===== config.mk =====
export PLATFORM = sky130hd
export DESIGN_NAME = id_ex_stage
export DESIGN_NICKNAME = d
export VERILOG_FILES = /design/src/rtl/mips_pkg.sv /design/src/rtl/hazard_detect.sv /design/src/rtl/id_ex_stage.sv
export SDC_FILE = /design/constraint.sdc
export NUM_CORES = 1
export LEC_CHECK = 0
export BUFFER_PORTS_ARGS = -buffer_cell sky130_fd_sc_hd__buf_4
export CAP_MARGIN = 0
export CORE_AREA = 2 2 136 138
export DETAILED_ROUTE_END_ITERATION = 7
export DIE_AREA = 0 0 138 140
export PLACE_DENSITY = 0.67
export SYNTH_ARGS = -nofsm -noshare
export SYNTH_HDL_FRONTEND = slang
export SYNTH_HIERARCHICAL = 1
export SYNTH_SLANG_ARGS = --single-unit

===== constraint.sdc =====
create_clock -name clk -period 2.6 [get_ports clk]
set_input_delay 0 -clock clk [delete_from_list [all_inputs] [get_ports clk]]
set_output_delay 0 -clock clk [all_outputs]
set_load 0.02 [all_outputs]

===== src/rtl/mips_pkg.sv =====
// Shared definitions for the 5-stage MIPS core: widths, alu_op classes and the
// decoded control bundle carried from ID into EX.
package mips_pkg;

    localparam int DATA_W   = 32;
    localparam int REG_W    = 5;
    localparam int ALU_OP_W = 4;

    typedef enum logic [ALU_OP_W-1:0] {
        ALU_RTYPE = 4'b0000,
        ALU_BEQ   = 4'b0001,
        ALU_BNE   = 4'b0011,
        ALU_J     = 4'b0100,
        ALU_JAL   = 4'b0101,
        ALU_LOAD  = 4'b0110,
        ALU_STORE = 4'b0111,
        ALU_ADDI  = 4'b1000,
        ALU_ADDIU = 4'b1001,
        ALU_ANDI  = 4'b1010,
        ALU_ORI   = 4'b1011,
        ALU_XORI  = 4'b1100,
        ALU_LUI   = 4'b1101,
        ALU_SLTI  = 4'b1110,
        ALU_SLTIU = 4'b1111
    } alu_op_e;

    typedef struct packed {
        logic                branch;
        logic                is_beq;
        logic                reg_dest;
        logic                alu_src;
        logic                mem_read;
        logic                mem_write;
        logic                mem_to_reg;
        logic                reg_write;
        logic                jump;
        logic [ALU_OP_W-1:0] alu_op;
    } ctrl_t;

    // All-zero control is a bubble: no write-back, no memory access, no branch.
    localparam ctrl_t CTRL_BUBBLE = '0;

endpackage


===== src/rtl/hazard_detect.sv =====
// Load-use hazard detection against the load currently in EX, plus the
// resulting PC / IF-ID / control-unit enables.
module hazard_detect #(
    parameter int REG_W = 5
) (
    input  logic             halt,
    input  logic             ex_mem_read,
    input  logic [REG_W-1:0] ex_rt,
    input  logic [REG_W-1:0] id_rs,
    input  logic [REG_W-1:0] id_rt,
    input  logic             id_alu_src,
    input  logic             id_mem_write,
    output logic             hazard,
    output logic             pc_write,
    output logic             if_id_write,
    output logic             ctrl_enable
);

    logic uses_rt;
    logic advance;

    // rt is a source for R-type ops (alu_src=0) and as store data for sw.
    assign uses_rt = ~id_alu_src | id_mem_write;

    assign hazard = ~halt & ex_mem_read & (ex_rt != '0)
                  & ((ex_rt == id_rs) | (uses_rt & (ex_rt == id_rt)));

    assign advance     = ~hazard & ~halt;
    assign pc_write    = advance;
    assign if_id_write = advance;
    assign ctrl_enable = advance;

endmodule


===== src/rtl/id_ex_stage.sv =====
// ID/EX pipeline register with built-in load-use stall, flush-to-bubble,
// debug halt and a saturating stall-cycle counter.
module id_ex_stage #(
    parameter int DATA_W   = 32,
    parameter int REG_W    = 5,
    parameter int ALU_OP_W = 4,
    parameter int CNT_W    = 16
) (
    input  logic                clk,
    input  logic                rst_n,
    input  logic                halt,
    input  logic                flush,
    input  logic                id_branch,
    input  logic                id_is_beq,
    input  logic                id_reg_dest,
    input  logic                id_alu_src,
    input  logic                id_mem_read,
    input  logic                id_mem_write,
    input  logic                id_mem_to_reg,
    input  logic                id_reg_write,
    input  logic                id_jump,
    input  logic [ALU_OP_W-1:0] id_alu_op,
    input  logic [DATA_W-1:0]   id_pc_plus4,
    input  logic [DATA_W-1:0]   id_rs_data,
    input  logic [DATA_W-1:0]   id_rt_data,
    input  logic [DATA_W-1:0]   id_imm,
    input  logic [REG_W-1:0]    id_rs,
    input  logic [REG_W-1:0]    id_rt,
    input  logic [REG_W-1:0]    id_rd,
    input  logic [5:0]          id_funct,
    output logic                ex_branch,
    output logic                ex_is_beq,
    output logic                ex_reg_dest,
    output logic                ex_alu_src,
    output logic                ex_mem_read,
    output logic                ex_mem_write,
    output logic                ex_mem_to_reg,
    output logic                ex_reg_write,
    output logic                ex_jump,
    output logic [ALU_OP_W-1:0] ex_alu_op,
    output logic [DATA_W-1:0]   ex_pc_plus4,
    output logic [DATA_W-1:0]   ex_rs_data,
    output logic [DATA_W-1:0]   ex_rt_data,
    output logic [DATA_W-1:0]   ex_imm,
    output logic [REG_W-1:0]    ex_rs,
    output logic [REG_W-1:0]    ex_rt,
    output logic [REG_W-1:0]    ex_rd,
    output logic [5:0]          ex_funct,
    output logic                pc_write,
    output logic                if_id_write,
    output logic                ctrl_enable,
    output logic [CNT_W-1:0]    stall_count
);

    import mips_pkg::ctrl_t;
    import mips_pkg::CTRL_BUBBLE;

    typedef struct packed {
        logic [DATA_W-1:0] pc_plus4;
        logic [DATA_W-1:0] rs_data;
        logic [DATA_W-1:0] rt_data;
        logic [DATA_W-1:0] imm;
        logic [REG_W-1:0]  rs;
        logic [REG_W-1:0]  rt;
        logic [REG_W-1:0]  rd;
        logic [5:0]        funct;
    } opnd_t;

    ctrl_t            id_ctrl, ctrl_reg, ctrl_next;
    opnd_t            id_opnd, opnd_reg, opnd_next;
    logic [CNT_W-1:0] stall_count_reg, stall_count_next;
    logic             hazard;

    assign id_ctrl = '{branch: id_branch, is_beq: id_is_beq, reg_dest: id_reg_dest,
                       alu_src: id_alu_src, mem_read: id_mem_read, mem_write: id_mem_write,
                       mem_to_reg: id_mem_to_reg, reg_write: id_reg_write, jump: id_jump,
                       alu_op: id_alu_op};
    assign id_opnd = '{pc_plus4: id_pc_plus4, rs_data: id_rs_data, rt_data: id_rt_data,
                       imm: id_imm, rs: id_rs, rt: id_rt, rd: id_rd, funct: id_funct};

    hazard_detect #(
        .REG_W (REG_W)
    ) u_hazard_detect (
        .halt         (halt),
        .ex_mem_read  (ctrl_reg.mem_read),
        .ex_rt        (opnd_reg.rt),
        .id_rs        (id_rs),
        .id_rt        (id_rt),
        .id_alu_src   (id_alu_src),
        .id_mem_write (id_mem_write),
        .hazard       (hazard),
        .pc_write     (pc_write),
        .if_id_write  (if_id_write),
        .ctrl_enable  (ctrl_enable)
    );

    // Priority: halt freezes everything, then flush, then load-use bubble.
    always_comb begin
        ctrl_next        = ctrl_reg;
        opnd_next        = opnd_reg;
        stall_count_next = stall_count_reg;
        if (!halt) begin
            if (flush || hazard) begin
                ctrl_next = CTRL_BUBBLE;
                opnd_next = '0;
            end else begin
                ctrl_next = id_ctrl;
                opnd_next = id_opnd;
            end
            if (hazard && !flush && (stall_count_reg != {CNT_W{1'b1}}))
                stall_count_next = stall_count_reg + 1'b1;
        end
    end

    always_ff @(posedge clk or negedge rst_n) begin
        if (!rst_n) begin
            ctrl_reg        <= CTRL_BUBBLE;
            opnd_reg        <= '0;
            stall_count_reg <= '0;
        end else begin
            ctrl_reg        <= ctrl_next;
            opnd_reg        <= opnd_next;
            stall_count_reg <= stall_count_next;
        end
    end

    assign ex_branch     = ctrl_reg.branch;
    assign ex_is_beq     = ctrl_reg.is_beq;
    assign ex_reg_dest   = ctrl_reg.reg_dest;
    assign ex_alu_src    = ctrl_reg.alu_src;
    assign ex_mem_read   = ctrl_reg.mem_read;
    assign ex_mem_write  = ctrl_reg.mem_write;
    assign ex_mem_to_reg = ctrl_reg.mem_to_reg;
    assign ex_reg_write  = ctrl_reg.reg_write;
    assign ex_jump       = ctrl_reg.jump;
    assign ex_alu_op     = ctrl_reg.alu_op;
    assign ex_pc_plus4   = opnd_reg.pc_plus4;
    assign ex_rs_data    = opnd_reg.rs_data;
    assign ex_rt_data    = opnd_reg.rt_data;
    assign ex_imm        = opnd_reg.imm;
    assign ex_rs         = opnd_reg.rs;
    assign ex_rt         = opnd_reg.rt;
    assign ex_rd         = opnd_reg.rd;
    assign ex_funct      = opnd_reg.funct;
    assign stall_count   = stall_count_reg;

endmodule


# --- Word-level counts from Yosys, hierarchy flattened ---
# Index checks and enable logic that the tools add are counted.
classes:
  bitwise_logic: 10
  addsub: 1
  n_mux: 2
  eq_ne: 3
  n_reduce_logical: 6
op_table:
  columns: ["op", "n"]
  rows:
  - ["$mux W149", 1]
  - ["$add A16 B1 Y16 const B", 1]
  - ["$ne A16 B16 Y1 const B", 1]
  - ["$mux W13", 1]
  - ["$eq A5 B5 Y1", 2]
  - ["$and A1 B1 Y1", 5]
  - ["$reduce_bool A5 Y1", 1]
  - ["$not A1 Y1", 3]
  - ["$logic_and A1 B1 Y1", 2]
  - ["$or A1 B1 Y1", 2]
  - ["$reduce_and A2 Y1", 1]
  - ["$logic_not A1 Y1", 1]
  - ["$logic_or A1 B1 Y1", 1]
totals:
  inputBits: 166
  out_inout_bits: 181
  reg_bits: 178

# --- Logic depth before layout (Yosys ltp) ---
depth:
  ltp_word: 8
  depth_mapped: 8

# --- Modules after synthesis ---
# Netlist, hierarchy kept.
modules_own_cells:
  columns: ["module", "area_per_inst_um2", "seq_area_each_um2", "instances", "cells_each"]
  rows:
  - ["id_ex_stage", 6442.4, 4454.3, 1, 433]
  - ["hazard_detect", 165.2, 0.0, 1, 22]

# --- Worst setup path before layout ---
# Ideal clock, no wire load.
synth_timing:
  path_kind: "reg2reg"
  from: "reg opnd_reg, in the netlist ex_rt[3]"
  to: "reg stall_count_reg[9] (netlist: stall_count[9])"
  setup_time_ps: 125
  setup_slack_ps: 116
  t_required_ps: 2475
  arrival_time_ps: 2359
  stages_incl_launch_ff: 9
  path_cell_list: "dfrtp_1 > xor2_1 > nor4_1 > a22oi_1 > nor3_1 > nor3b_1 > and3_1 > and3_1 > mux2_2"
synth_between:
  elab_chain_cells: 7
  word_cells_on_any_way: 10
synth_rtl:
  columns: ["element", "line", "rtl"]
  rows:
  - ["from (decl)", "id_ex_stage.sv:70", "opnd_t id_opnd, opnd_reg, opnd_next;"]
  - ["from (signal assigned)", "id_ex_stage.sv:122", "opnd_reg <= opnd_next;"]
  - ["$eq A5 B5 Y1", "hazard_detect.sv:26", "& ((ex_rt == id_rs) | (uses_rt & (ex_rt == id_rt)));"]
  - ["$and A1 B1 Y1", "hazard_detect.sv:26", null]
  - ["$or A1 B1 Y1", "hazard_detect.sv:26", null]
  - ["$and A1 B1 Y1 *", "hazard_detect.sv:26", null]
  - ["named net hazard", "id_ex_stage.sv:72", "logic hazard;"]
  - ["$logic_and A1 B1 Y1 * (2 in series)", "id_ex_stage.sv:110", "if (hazard && !flush && (stall_count_reg != {CNT_W{1'b1}}))"]
  - ["$reduce_and A2 Y1 (no line) *", null, null]
  - ["to (signal assigned)", "id_ex_stage.sv:123", "stall_count_reg <= stall_count_next;"]
  - ["to (decl)", "id_ex_stage.sv:71", "logic [CNT_W-1:0] stall_count_reg, stall_count_next;"]
# The timed path passes the listed nets; every way through them passes the cells marked *.
# A chain may end at the register's enable or synchronous reset.

# --- Worst setup path in the final report ---
layout_timing:
  from: "reg opnd_reg, in the netlist ex_rt[3]"
  to: "reg opnd_reg, in the netlist ex_pc_plus4[10]"
layout_between:
  elab_chain_cells: 6
  word_cells_on_any_way: 9
layout_rtl:
  columns: ["element", "line", "rtl"]
  rows:
  - ["$eq A5 B5 Y1", "hazard_detect.sv:26", null]
  - ["$and A1 B1 Y1", "hazard_detect.sv:26", null]
  - ["$or A1 B1 Y1", "hazard_detect.sv:26", null]
  - ["$and A1 B1 Y1 *", "hazard_detect.sv:26", null]
  - ["named net hazard", "id_ex_stage.sv:72", null]
  - ["$logic_or A1 B1 Y1 *", "id_ex_stage.sv:103", "if (flush || hazard) begin"]
  - ["$mux W149 *", "id_ex_stage.sv:103", null]
# Marked as above.

==> metrics.txt <==
worst slack, placed=slightly above 0.03 ns; Rows=between 40 and 50; R2R Path End=ex_pc_plus4[10]; port bufs=approximately 350; CP Launch Type=flip-flop; Residual DRC=0; CTS clk-pin slew, worst paths=around 0.070 ns; ranking of synthesized cells by area=dfrtp_1 (67%), a22o_1 (21%), xor2_1 (1.9%); cell count after synthesis=roughly 460; worst-path cell with the longest stage delay=or4_1; Clock Sink Count=roughly 180; crit path to=ex_pc_plus4[10]; Netlist cell types=40; antenna violations before repair=0; RSZ-0062 raised after global routing=no; Starting Density=between 30% and 40%; Yosys warnings=6; Area Growth Syn to Fin=76.94%; Worst setup EP type=flip-flop; post-DP HPWL=between 10,000 and 15,000 um; Layout Nets=roughly 1,100; status=finished, final reports clean; Routed WL per cell=between 15 and 20 um; clk buf depth=2; minimum clock period=roughly 2.5 ns; htree depth=4; first-pass GRT wire length=approximately 36,000 um; total CTS buffers=17; area share of the largest cell type after synthesis=about two thirds; worst reg-to-reg setup slack=~0.15 ns; count leader, synth=dfrtp_1; WS Path Type=flip-flop to flip-flop; Post-Syn Nets=622; synthesized area=6608 um^2; Skew-Pair Late Insertion Delay=~0.43 ns; TritonCTS clock tree=built; period utilisation layout=between 90 and 100%; vias per std cell=5.124; endpoints failing setup=0; Worst Path Required=approximately 3.0 ns; Final ANT Viol Nets=0; routed via count=6,139; reg2reg start=ex_rt[3]; critical path depth in cells=7; Post-synth EDFFs=0; Most used DFF post-synth=dfrtp_1; vias in the first global route=6,616; chip height=approximately 140 um; Final WS setup=around 0.15 ns; largest net degree at the start of global routing=94; syn_area_per_cell=14.52 um^2; Routed WL=around 23,000 um; grt ovf=0; Worst Reg-to-Reg Cells=7; share of cells above drive strength 1=~42%; fillcell total=around 1,300; gr usage total=23.21%; CP max FO=89; CTS Root Cell=clkbuf_16; flops & latches, synth=roughly 180; crit-path cells=or4_1 -> o21ai_2 -> nor3_2 -> buf_4 -> nor3_4 -> buf_12 -> a22o_1; Hold Crit Class=input pin to asynchronous set/reset pin; core area=17,780 um^2; CP peak stage delay=0.59 ns; Pins Over Slew Limit=0; IO Count=~350; power per cell area=between 600 and 700 nW/um^2; die span in x=138 um; hold_ws=0.02137 ns; Slew @ Worst Pin=0.6838 ns; GPL Wtd Cong=a little over 0.8; setup TNS=0 ns; Top delay family on crit path=simple AND/OR/NAND/NOR gates; ANT cells=0; Slew HR=54.41%; Final Skew=around 0.011 ns; CP startpoint=ex_rt[3]; CP arrival=approximately 2.8 ns; ys async rst share=between 90% and 100%; Final Hold Violating Endpoints=0; maximum vdd drop=~430 uV; Yosys top cell by area=dfrtp_1; Die ar.=19,320 um^2; critical path buffer and inverter count=2; Synth top cells by count=dfrtp_1 (178), a22o_1 (162), clkbuf_1 (26), xor2_1 (14), buf_2 (10); Initial DRC Count=about 300; Power Total=between 7 and 8 mW; Static Leak=~5.9 nW; sequential-to-total area share from yosys stat=around two thirds; Achievable Freq=407.4 MHz; # Max-Cap Violations=0; DR pass1 iterations=4
==> through the flow <==
step                      utilization (%)  cells  instance area, um^2
final                               65.76   1198                11690
after global routing                65.76   1198                11690
after CTS                           65.60   1198                11660
after detailed placement            53.20   1003                 9459
after global placement              53.20   1003                 9459
after floorplan                         -    455                 6608
==> report_power, final <==
part           internal [mW]  switching [mW]
Clock                   1.35            1.16
Sequential              2.97           0.140
Combinational          0.740           0.668
==> kinds of logic after synthesis <==
logic type	Yosys count	share of synthesized area, %
multiplexers	3	0.5112
adder cells (fa/ha/maj)	1	0.1893
buffers and inverters	41	2.632
AND/OR/NAND/NOR	36	3.484
flip-flops	178	67.41
AO/OA/AOI/OAI	177	23.25
XOR/XNOR	19	2.518
==> worst min-delay path by stage <==
stage,startpoint,endpoint,slack (ns),cells past startpoint
6_report,rst_n,ex_rs_data[26],0.02,2
5_1_grt,rst_n,ex_rs_data[26],0.05,2
4_1_cts,rst_n,ex_rs_data[20],0.002,2
3_5_place_dp,rst_n,ex_rs_data[20],-0.10,1
3_3_place_gp,rst_n,ex_rs_data[27],-0.10,1
2_1_floorplan,rst_n,ex_alu_op[0],-0.30,0
==> worst register-to-register path, delay by kind of cell, from the launching register on <==
kind                   cells  cell delay [ns]
DFF                        1             0.43
buffers and inverters      2             0.55
AOI/OAI and AO/OA          2             0.46
and+or+nand+nor            3             0.95
==> cell type report <==
class,count,area (um^2),share of cell area (%)
Inverter,3,11.26,0.09632
Clock buffer,18,429.2,3.671
Timing Repair Buffer,520,4353,37.23
Sequential cell,178,4454,38.10
Clock inverter,14,143.9,1.231
Tap cell,229,286.5,2.451
Multi-Input combinational cell,236,2013,17.22
==> cell usage in the layout, fill, tap and decap left out, types with 3 or more instances in the layout <==
cell type / n
inv_1: 3
a22o_1: 162
nand4_1: 3
nor3_1: 3
dlygate4sd3_1: 163
inv_6: 4
clkbuf_16: 17
nand2_1: 6
inv_8: 3
and3_1: 3
xor2_1: 14
nor2_1: 3
mux2_2: 3
buf_4: 353
xnor2_1: 5
dfrtp_1: 178
clkinvlp_4: 6
buf_12: 3
==> routing by layer <==
| layer | up-vias | global-route usage, % | part of all wire [%] |
|---|---|---|---|
| met5 | - | 0 | 0 |
| met2 | 289 | 40.78 | 52 |
| li1 | 2751 | - | - |
| met3 | 65 | 5.368 | 5.7 |
| met4 | 0 | 10.58 | 3.7 |
| met1 | 3034 | 27.16 | 39 |
==> timing repair <==
| action | 4_1_cts | 5_1_grt |
|---|---|---|
| setup endpoints to repair | 0 | 13 |
| setup buffers | 0 | 0 |
| gates resized for setup | 0 | 5 |
| hold buffers | 163 | 0 |
| endpoints found under the hold margin | 340 | 0 |
Power figures use the tool's default switching activity.
